### config.mk
export PLATFORM = sky130hd
export DESIGN_NAME = onehot_event_counter
export DESIGN_NICKNAME = d
export VERILOG_FILES = /design/src/rtl/onehot_event_counter.sv
export SDC_FILE = /design/constraint.sdc
export NUM_CORES = 1
export LEC_CHECK = 0
export BUFFER_PORTS_ARGS = -buffer_cell sky130_fd_sc_hd__buf_2
export CAP_MARGIN = 20
export CORE_MARGIN = 2
export CORE_UTILIZATION = 50
export DETAILED_ROUTE_END_ITERATION = 8
export PLACE_DENSITY_LB_ADDON = 0.15
export SYNTH_ARGS = -nofsm -noshare
export SYNTH_HDL_FRONTEND = slang
export SYNTH_SLANG_ARGS = --single-unit
### constraint.sdc
create_clock -name clk -period 6.6 [get_ports clk]
set_clock_uncertainty 0.15 [all_clocks]
set_input_delay 0.66 -clock clk [delete_from_list [all_inputs] [get_ports clk]]
set_output_delay 0.66 -clock clk [all_outputs]
set_load 0.05 [all_outputs]
### src/rtl/onehot_event_counter.sv
// onehot_event_counter
//   Per-channel event counters fed by the one-hot output of a 3:8 decoder.
//   A well-formed vector (exactly one bit set) accepted in RUN increments
//   that channel's counter. An all-zero vector, or one with more than one bit
//   set, is logged in a sticky flag and a saturating error counter instead.
//   A clr pulse starts an 8-cycle sweep (CLEAR) that zeroes one counter per
//   cycle. Input is refused while the sweep runs. Counts are read back
//   through a registered read port with one cycle of latency.
//
//   Optional feature, selected by the macro ONEHOT_CNT_SAT_EN:
//     defined   - channel counters saturate at all-ones and hold there
//     undefined - channel counters wrap from all-ones back to zero
//   The error counter saturates in both builds.
module onehot_event_counter #(
  parameter int CNT_W = 8,
  parameter int ERR_W = 8
) (
  input  logic             clk,
  input  logic             rst,
  input  logic             in_valid,
  input  logic [7:0]       in_onehot,
  output logic             in_ready,
  input  logic             clr,
  output logic             busy,
  input  logic             rd_en,
  input  logic [2:0]       rd_addr,
  output logic [CNT_W-1:0] rd_data,
  output logic             rd_valid,
  output logic             err_onehot,
  output logic [ERR_W-1:0] err_cnt
);

  typedef enum logic {
    RUN   = 1'b0,
    CLEAR = 1'b1
  } state_t;

  state_t           state;
  state_t           next_state;
  logic [2:0]       idx;
  logic [CNT_W-1:0] cnt [8];

  logic             take_clr;
  logic             xfer;
  logic             is_onehot;
  logic [2:0]       ch;

  // Decode the incoming vector: is it a legal strobe, and which channel does it name?
  always_comb begin
    // NOTE: every combinational output is given a default first, so that no
    // path through the block leaves a value unassigned and infers a latch.
    ch        = '0;
    is_onehot = (in_onehot != 8'h00) && ((in_onehot & (in_onehot - 8'd1)) == 8'h00);
    for (int i = 0; i < 8; i++) begin
      if (in_onehot[i]) ch = 3'(i);
    end
    take_clr = (state == RUN) && clr;
    // A clear in the same cycle as a transfer consumes the vector without
    // counting it or logging an error.
    xfer     = (state == RUN) && in_valid && in_ready && !clr;
  end

  // Next-state logic: RUN enters CLEAR on clr. CLEAR leaves after channel 7 is swept.
  always_comb begin
    next_state = state;
    case (state)
      RUN:     if (clr) next_state = CLEAR;
      CLEAR:   if (idx == 3'd7) next_state = RUN;
      default: next_state = RUN;
    endcase
  end

  // State register. in_ready and busy are registered from the next state so they change on the same edge as the state.
  always_ff @(posedge clk or posedge rst) begin
    // NOTE: sequential state uses non-blocking assignments only, so every
    // flop samples values from before the edge regardless of block ordering.
    if (rst) begin
      state    <= RUN;
      in_ready <= 1'b0;
      busy     <= 1'b0;
    end else begin
      state    <= next_state;
      in_ready <= (next_state == RUN);
      busy     <= (next_state == CLEAR);
    end
  end

  // Sweep index: restarts at 0 when a clear is taken and advances once per CLEAR cycle.
  always_ff @(posedge clk or posedge rst) begin
    if (rst) begin
      idx <= '0;
    end else if (take_clr) begin
      idx <= '0;
    end else if (state == CLEAR) begin
      idx <= idx + 3'd1;
    end
  end

  // Channel counters: zeroed by the sweep in CLEAR, incremented by a legal strobe in RUN.
  always_ff @(posedge clk or posedge rst) begin
    // NOTE: the counter array is only eight small registers, so it is built
    // from resettable flops rather than RAM. That lets reset zero it at once.
    if (rst) begin
      for (int i = 0; i < 8; i++) cnt[i] <= '0;
    end else if (state == CLEAR) begin
      cnt[idx] <= '0;
    end else if (xfer && is_onehot) begin
`ifdef ONEHOT_CNT_SAT_EN
      if (cnt[ch] != {CNT_W{1'b1}}) cnt[ch] <= cnt[ch] + CNT_W'(1);
`else
      cnt[ch] <= cnt[ch] + CNT_W'(1);
`endif
    end
  end

  // Error state: cleared when a clear is taken, updated by every accepted malformed vector.
  always_ff @(posedge clk or posedge rst) begin
    if (rst) begin
      err_onehot <= 1'b0;
      err_cnt    <= '0;
    end else if (take_clr) begin
      err_onehot <= 1'b0;
      err_cnt    <= '0;
    end else if (xfer && !is_onehot) begin
      err_onehot <= 1'b1;
      if (err_cnt != {ERR_W{1'b1}}) err_cnt <= err_cnt + ERR_W'(1);
    end
  end

  // Read port: captures the stored count before any update on this edge. The data holds between reads.
  always_ff @(posedge clk or posedge rst) begin
    if (rst) begin
      rd_valid <= 1'b0;
      rd_data  <= '0;
    end else begin
      rd_valid <= rd_en;
      if (rd_en) rd_data <= cnt[rd_addr];
    end
  end

endmodule
# After elaboration in Yosys (flattened, before gate mapping)
# Index checks and enable logic that the tools add are counted.
# word_totals
reg_bits,87
elab_cells,82
in_bits,16
out_inout_bits,20
# op_classes
reduce_logical,18
n_mux,30
n_addsub,4
n_lt_le_gt_ge,5
eq_ne,2
n_bitwise,8
# op_table
op,count
$mux W64,2
$mux W8,9
$and A64 B64 Y64,1
$bwmux W64,1
$not A64 Y64,1
$bmux W8 S3,2
$demux W8 S3,2
$mux W3,6
$add A8 B1 Y8 const B,2
$ge A4 B4 Y1 const B,3
$not A3 Y4,3
$logic_and A1 B1 Y1,9
$and A8 B8 Y8,1
$logic_not A8 Y1,1
$lt A4 B1 Y1 const B,2
$ne A8 B8 Y1 const B,1
$reduce_bool A2 Y1,4
$reduce_bool A8 Y1,1
$sub A8 B1 Y8 const B,1
$mux W1,5
$mux W2,2
$add A3 B1 Y3 const B,1
$eq A3 B3 Y1 const B,1
$logic_not A1 Y1,2
3 further kinds,4

# Logic depth before layout (Yosys ltp)
# Gate-level depths: netlist (run 1).
# depth
ltp_word,15
depth_mapped,13
mapped_depth_nobuf,11

# Least setup slack after synthesis (run 1)
# OpenSTA, ideal clock, no wires.
# synth_path
path_type,input port to flip-flop
start,input port in_onehot[1]
end,register cnt[12] in the netlist's numbering
slack_ns,3.547
stages,12
t_arrival_ns,2.763
cell_sequence,buf_6 nor3b_4 nor3_4 buf_4 mux2i_1 o211ai_1 buf_2 ha_1 inv_1 nor3_1 xor2_1 o21ai_0
# synth_via
elab_chain_len,15
word_cells_on_any_way,27
classes_between,2 x add/sub; 2 x order compare; 15 x mux; 2 x bitwise; 6 x reduce/logical
# synth_lines
item,line_no,rtl
from (decl),21,"input logic [7:0] in_onehot,"
$mux W1,55,if (in_onehot[i]) ch = 3'(i);
$mux W2 (2 in series),55,
$mux W3 (4 in series),55,
$not A3 Y4 (not written as such),111,cnt[ch] <= cnt[ch] + CNT_W'(1);
"$bmux W8 S3, or another cell as far along",111,
$mux W8 (not written as such) or $logic_and A1 B1 Y1 (tied branches),111,
$mux W8 (not written as such),111,
$add A8 B1 Y8 or $demux W8 S3 (tied branches),111,
$bwmux W64,111,
$mux W64,107,end else if (xfer && is_onehot) begin
$mux W64,105,end else if (state == CLEAR) begin
"to (signal, indexed assignment)",111,
to (decl),41,logic [CNT_W-1:0] cnt [8];
# Several ways; a longest one is shown, not always the timed one. The select of a mux whose other input is x is not followed.
# A chain may end at the register's enable or synchronous reset.

# Worst setup path in the final report (run 1)
# layout_path
start,input port in_onehot[6]
end,register cnt[60] in the netlist's numbering
# layout_via
elab_chain_len,10
word_cells_on_any_way,22
classes_between,2 x add/sub; 2 x order compare; 10 x mux; 2 x bitwise; 6 x reduce/logical
# layout_lines
item,line_no
$mux W3 (2 in series),55
$not A3 Y4 (not written as such),111
"$bmux W8 S3, or another cell as far along",111
$mux W8 (not written as such) or $logic_and A1 B1 Y1 (tied branches),111
$mux W8 (not written as such),111
$add A8 B1 Y8 or $demux W8 S3 (tied branches),111
$bwmux W64,111
$mux W64,107
$mux W64,105
# Several ways; a longest one is shown, not always the timed one. The select of a mux whose other input is x is not followed.

==> run summary, run 1 <==
Synth async-reset ratio -> 100%
Max cap viols -> 0
Count of warnings emitted by yosys -> 0
Top Ports -> 36
IO Port Bufs -> 35
Clk slew on worst S/H paths -> 0.09 ns
Via count -> 3977
Clk_lat worst skew -> 0.36 ns
Most frequent cell after synthesis -> dfrtp_1
Fillers -> 832
Worst Setup SP -> in_onehot[6]
Num CTS Buffers -> 9
Post-Synthesis Cells -> 467
Post-Syn Area per Cell -> 10.2 um2
Vias in the first global route -> 3750
Synth top area cells -> dfrtp_1, mux4_2, o21ai_0
Die Y -> 102 um
Total grt overflow -> 0
Initial antenna violation count -> 0
Critical Path, Cell by Cell -> buf_2, nor2_1, nand3_1, o211ai_1, ha_1, inv_1, nor3_1, xor2_1, o21ai_0
Global-route wire length before repair -> 21200 um
Busiest grt layer -> met2
Synth Net Count -> 487
Post-DR wirelength/cell -> 21.7 um
Sum Neg Setup Slack -> 0 ns
Resize count post-CTS -> 0
Critical-path top delay cell -> o211ai_1
Post-CTS setup buffers -> 0
Die area -> 10300 um2
Top cells by instance count after synthesis -> dfrtp_1, o21ai_0, nand3_1
Yosys reg bits -> 87
Post-DP HPWL -> 9630 um
CP Capture Type -> flop
Grt met1 use -> 38.6%
Post-synth top flop -> dfrtp_1
Final wirelength -> 13600 um
Initial Util -> 51.7%
Via/cell ratio -> 6.36
Netlist cell types -> 58
CTS tree -> done
Share of layout cells above drive strength 1 -> 17.3%
Gp weighted congestion -> 0.955
Largest fanout on the critical path -> 14
Leak -> 2.23 nW
Final Max Tran Viols -> 0
Global Route Usage Sum -> 27.7%
Critical R2R Launch -> state
Max VDD drop -> 0.203 mV
ANT nets after route -> 0
TritonRoute pass-1 iters -> 5
Largest net degree at the start of global routing -> 53
Clock tree sinks -> 87
Final hold slack -> 0.183 ns
Clk root buf -> clkbuf_8
Die W -> 102 um
Met3 Resource Use GR -> 4.69%
Final Cycle Share -> 60.2%
H-Tree Depth -> 3
RSZ-0062 raised after global routing -> false
Core box area -> 9240 um2
Outcome -> finished, final reports clean
DRC Markers -> 0
Number of synthesized flops with an enable pin -> 0
Final Hold Fails -> 0
Slew headroom -> 33.2%
Clock buffer depth -> 2
Antenna Cells -> 0
P&R area growth vs syn -> 8.88%
Register area share after synthesis -> 45.6%
Mapped Area -> 4770 um2
Leading area contributor after synthesis -> dfrtp_1
CTS Hold Bufs -> 0
Yosys top cell area share -> 45.6%
Worst path required time -> 6.66 ns
CP Class -> primary input to flop
Worst min path class -> primary input to async pin
Row Count -> 35
Delay of the slowest cell on the worst path -> 0.88 ns
Final setup fails -> 0
Worst endpoint data arrival time -> 4.04 ns
Power per standard cell area -> 248 nW/um2
DRT iter0 DRCs -> 282
Routing usage on met2 -> 42.9%
Fmax -> 252 MHz
Final-stage net count -> 511
Worst-margin pin slew -> 0.998 ns
Tmin final -> 3.97 ns
Critical Path Start Type -> primary input
[cell families (layout without fill, tap and decap cells)]
logic type                 count (synthesis)  count (layout)  share of synthesized area, %
and+or+nand+nor                          161             161                          17.7
AOI/OAI and AO/OA                        127             127                          17.0
DFF                                       87              87                          45.6
muxes                                     43              43                          13.3
buffers and inverters                     34              63                          3.04
xor gates and xnor gates                  11              11                          2.33
adders and majority gates                  4               4                          1.05
[flip-flops by register name, indices dropped and copies added (netlist names)]
| register | flops |
|---|---|
| rd_valid | 1 |
| in_ready | 1 |
| err_onehot | 1 |
| idx | 3 |
| rd_data | 8 |
| err_cnt | 8 |
| state | 1 |
| cnt | 64 |
[power breakdown]
part | switching (W) | internal (W)
sequential | 0.0000410 | 0.000560
combinational | 0.000247 | 0.0000863
clock | 0.000204 | 0.000148
[layer usage]
| metal | part of all wire [%] | wire length [um] |
|---|---|---|
| met1 | 44 | 6020 |
| met2 | 47 | 6350 |
| met3 | 5.9 | 806 |
| met4 | 2.9 | 393 |
| met5 | 0 | 0 |
[metrics by stage]
step | util, % | cell area (um2) | cells | worst slack, ns | power (W)
after floorplan | - | 4770 | 467 | 3.54 | 0.000836
final | 56.3 | 5200 | 625 | 2.63 | 0.00129
after global routing | 56.3 | 5200 | 625 | 2.33 | 0.00134
after global placement | 54.3 | 5020 | 609 | 2.51 | 0.000940
after CTS | 56.3 | 5200 | 625 | 2.70 | 0.00129
after detailed placement | 54.3 | 5020 | 609 | 2.35 | 0.000943
[cell type report]
type | count | area [um2] | share of cell area, %
multi-input combinational | 346 | 2450 | 47.2
sequential | 87 | 2180 | 41.9
tap | 129 | 161 | 3.10
timing repair buffer | 36 | 183 | 3.51
clock buffer | 10 | 138 | 2.65
clock inverter | 6 | 45.0 | 0.866
inverter | 11 | 42.5 | 0.818
[cells in the final DEF (no fill, tap or decap), types with 3 or more instances in the layout]
cell type | synthesis | routed
dfrtp_1 | 87 | 87
ha_1 | 4 | 4
mux4_2 | 16 | 16
nand2_1 | 38 | 38
nor3_1 | 4 | 4
clkbuf_8 | 0 | 10
o21ai_1 | 11 | 11
o21ai_0 | 51 | 51
xnor2_1 | 3 | 3
nand3_1 | 47 | 47
xor2_1 | 6 | 6
nor2_1 | 26 | 26
o2bb2ai_1 | 14 | 14
o211ai_1 | 6 | 6
a21oi_1 | 14 | 14
clkinvlp_4 | 0 | 3
inv_1 | 11 | 10
a22oi_1 | 4 | 4
and3_1 | 9 | 9
mux2i_1 | 25 | 25
nor2b_1 | 8 | 8
nand4_1 | 6 | 6
buf_2 | 5 | 35
a22o_1 | 5 | 5
o31ai_1 | 4 | 4
[final timing paths]
check	to	slack [ns]	cells past startpoint
setup / recovery	cnt[60]	2.63	9
hold / removal	idx[1]	0.18	2
setup reg to reg	cnt[25]	3.68	6
hold reg to reg	err_onehot	0.35	2
max in group asynchronous	cnt[39]	5.04	3
min in group clk	err_onehot	0.35	2
[critical path, delay by kind of cell]
family | cells | cell delay (ns)
fa+ha+maj | 1 | 0.29
simple gates | 3 | 1.25
xor+xnor | 1 | 0.47
compound gates | 2 | 1.08
buf+inv | 2 | 0.26
(Power assumes the default switching activity.)
==> inputs of run 2 (changes only) <==
==> constraint.sdc (replaced) <==
create_clock -name clk -period 3.2 [get_ports clk]
set_clock_uncertainty 0.15 [all_clocks]
set_input_delay 0.32 -clock clk [delete_from_list [all_inputs] [get_ports clk]]
set_output_delay 0.32 -clock clk [all_outputs]
set_load 0.05 [all_outputs]
==> run 2 against run 1 <==
  * Flip-flop and latch count unchanged
  * Via count up 0.96%
  * Critical path depth up 1
  * Global-route usage up 0.073 points
  * Core utilization up 2.6 points
  * Setup slack worse by 2.2 ns
  * Clock-buffer cell count down 1
  * Routed wire length down 0.68%
  * Die area unchanged
  * Sequential power up 100%
  * First-iteration DRC count up 15%
==> run summary, run 2 (synthesized netlist as in run 1, its figures left out) <==
Die Y -> 102 um (unchanged)
Clk_lat worst skew -> 0.37 ns (about the same)
Largest regs -> cnt x64, err_cnt x8, rd_data x8
Largest register FFs -> 64 (unchanged)
Post-DP HPWL -> 9640 um (+0.10%)
Multi-input logic area -> 2450 um2 (unchanged)
Clock buffer depth -> 2 (unchanged)
Largest Register -> cnt
Max VDD drop -> 0.463 mV (+130%)
Fmax -> 356 MHz
CTS tree -> done
Row Count -> 35 (unchanged)
Most used cell, CP -> nand3_1
Via count -> 4015 (+0.96%)
Global Route Usage Sum -> 27.7% (+0.073 points)
Largest net degree at the start of global routing -> 88 (+66%)
Clock tree sinks -> 87 (unchanged)
Delay of the slowest cell on the worst path -> 0.55 ns (-0.33 ns)
P&R area growth vs syn -> 14.0%
Final Cycle Share -> 87.8%
Initial Util -> 51.7% (unchanged)
CP bufs+invs -> 2 (unchanged)
Clk slew on worst S/H paths -> 0.09 ns (about the same)
Post-DR wirelength/cell -> 20.7 um (-4.5%)
Critical Path, Cell by Cell -> buf_2, buf_4, nor4_1, nand2_1, o21ai_1, a22oi_1, nor2_1, nand3_1, nand3_1, o21ai_0
H-Tree Depth -> 3 (unchanged)
Num CTS Buffers -> 9 (unchanged)
Vias in the first global route -> 3869 (+3.2%)
Initial antenna violation count -> 0 (unchanged)
Clk root buf -> clkbuf_8
Critical-path top delay cell -> nand3_1
Global-route wire length before repair -> 21500 um (+1.4%)
Via/cell ratio -> 6.18 (-2.9%)
Tmin final -> 2.81 ns
Gp weighted congestion -> 0.939 (-1.7%)
Top delay family on crit path -> simple AND/OR/NAND/NOR gates
RSZ-0062 raised after global routing -> false
Post-CTS setup buffers -> 0 (unchanged)
Die W -> 102 um (unchanged)
Final Max Tran Viols -> 0 (unchanged)
IO Port Bufs -> 35 (unchanged)
Antenna Cells -> 0 (unchanged)
Final Hold Fails -> 0 (unchanged)
Final wirelength -> 13500 um (-0.68%)
TritonRoute pass-1 iters -> 5 (unchanged)
Critical Path Start Type -> primary input
Die area -> 10300 um2 (unchanged)
Commonest non-fill, non-tap cell in the layout -> dfrtp_1
DRT iter0 DRCs -> 323 (+15%)
Power per standard cell area -> 520 nW/um2 (+110%)
Top Ports -> 36 (unchanged)
Final hold slack -> 0.0566 ns (-0.126 ns)
Sequential cell area -> 2180 um2 (unchanged)
Total grt overflow -> 0 (unchanged)
ANT nets after route -> 0 (unchanged)
Leak -> 2.37 nW (+6.4%)
Final-stage net count -> 537 (+5.1%)
DRC Markers -> 0 (unchanged)
Core box area -> 9240 um2 (unchanged)
Power Total -> 0.00283 W (+120%)
Worst path required time -> 3.26 ns (-3.40 ns)
Worst-margin pin slew -> 0.743 ns (-0.255 ns)
Share of layout cells above drive strength 1 -> 21.1% (+3.8 points)
Commonest non-fill, non-tap cells in the layout -> dfrtp_1, o21ai_0, nand3_1
CP Capture Type -> flop
Resize count post-CTS -> 0 (unchanged)
Worst min path class -> primary input to flop
Fillers -> 822 (-1.2%)
Slew headroom -> 50.1% (+17 points)
Outcome -> finished, final reports clean
Largest fanout on the critical path -> 16 (+2)
CP Class -> primary input to flop
Sum Neg Setup Slack -> 0 ns (unchanged)
Worst endpoint data arrival time -> 2.87 ns (-1.17 ns)
Max cap viols -> 0 (unchanged)
Final setup fails -> 0 (unchanged)
-- run 2: changes by cell type in the layout (fill, tap and decap cells not counted) --
| cell | before | now |
|---|---|---|
| buf_12 | 0 | 1 |
| clkinvlp_4 | 3 | 2 |
| clkbuf_8 | 10 | 9 |
| bufinv_16 | 0 | 2 |
| clkinv_4 | 1 | 0 |
| dlygate4sd3_1 | 0 | 1 |
| buf_4 | 1 | 25 |
| clkinv_2 | 2 | 1 |
| inv_6 | 1 | 2 |
-- run 2: timing repair --
action	in CTS	in global routing
hold buffers	1	0
hold endpoints to repair	87	0
endpoints found under the setup margin	0	0
-- run 2: final cells by class --
| type | instances | share of cell area (%) |
|---|---|---|
| clock inverter | 6 | 1.70 |
| inverter | 11 | 0.782 |
| timing repair buffer | 62 | 7.22 |
| multi-input combinational | 346 | 45.1 |
| sequential | 87 | 40.0 |
| clock buffer | 9 | 2.28 |
| tap | 129 | 2.97 |
-- run 2: stage by stage --
step                util [%]  setup slack [ns]  std cells  area [um2]
global route            58.9             0.312        650        5440
detailed placement      56.5            0.0882        634        5220
CTS                     58.9             0.440        650        5440
finish                  58.9             0.390        650        5440
global placement        56.5            0.0765        634        5220
floorplan                  -             0.480        467        4770
-- run 2: worst register-to-register path: stages, from the launching register on --
cell      delay, ns
dfrtp_1        0.42
nor3b_1        0.07
o31ai_1        0.30
o31ai_1        0.13
a211oi_2       0.23
ha_1           0.19
inv_1          0.08
xnor2_1        0.57
buf_4          0.24
o21ai_0        0.09
-- run 2: layer usage --
metal  track usage (%)  routed length, um  vias up
li1                  -                  -     1847
met4              10.5                402        0
met2              45.1               6580      156
met5                 0                  0        -
met1              38.2               5800     1982
met3              3.24                689       30
-- run 2: report_power, final --
part           switching (W)  internal, W
sequential         0.0000575      0.00116
combinational       0.000536     0.000222
clock               0.000419     0.000441
total                0.00101      0.00182
-- run 2: final timing paths --
path                               from  cells past startpoint  slack [ns]    endpoint
min reg2reg                  err_onehot                      2        0.35  err_onehot
max reg2reg                     cnt[25]                      9        0.55     cnt[10]
max in group asynchronous           rst                      4        2.07     cnt[13]
min in group asynchronous           rst                      4        0.42     cnt[26]
min                               rd_en                      1        0.06    rd_valid
max                        in_onehot[1]                     10        0.39      cnt[1]
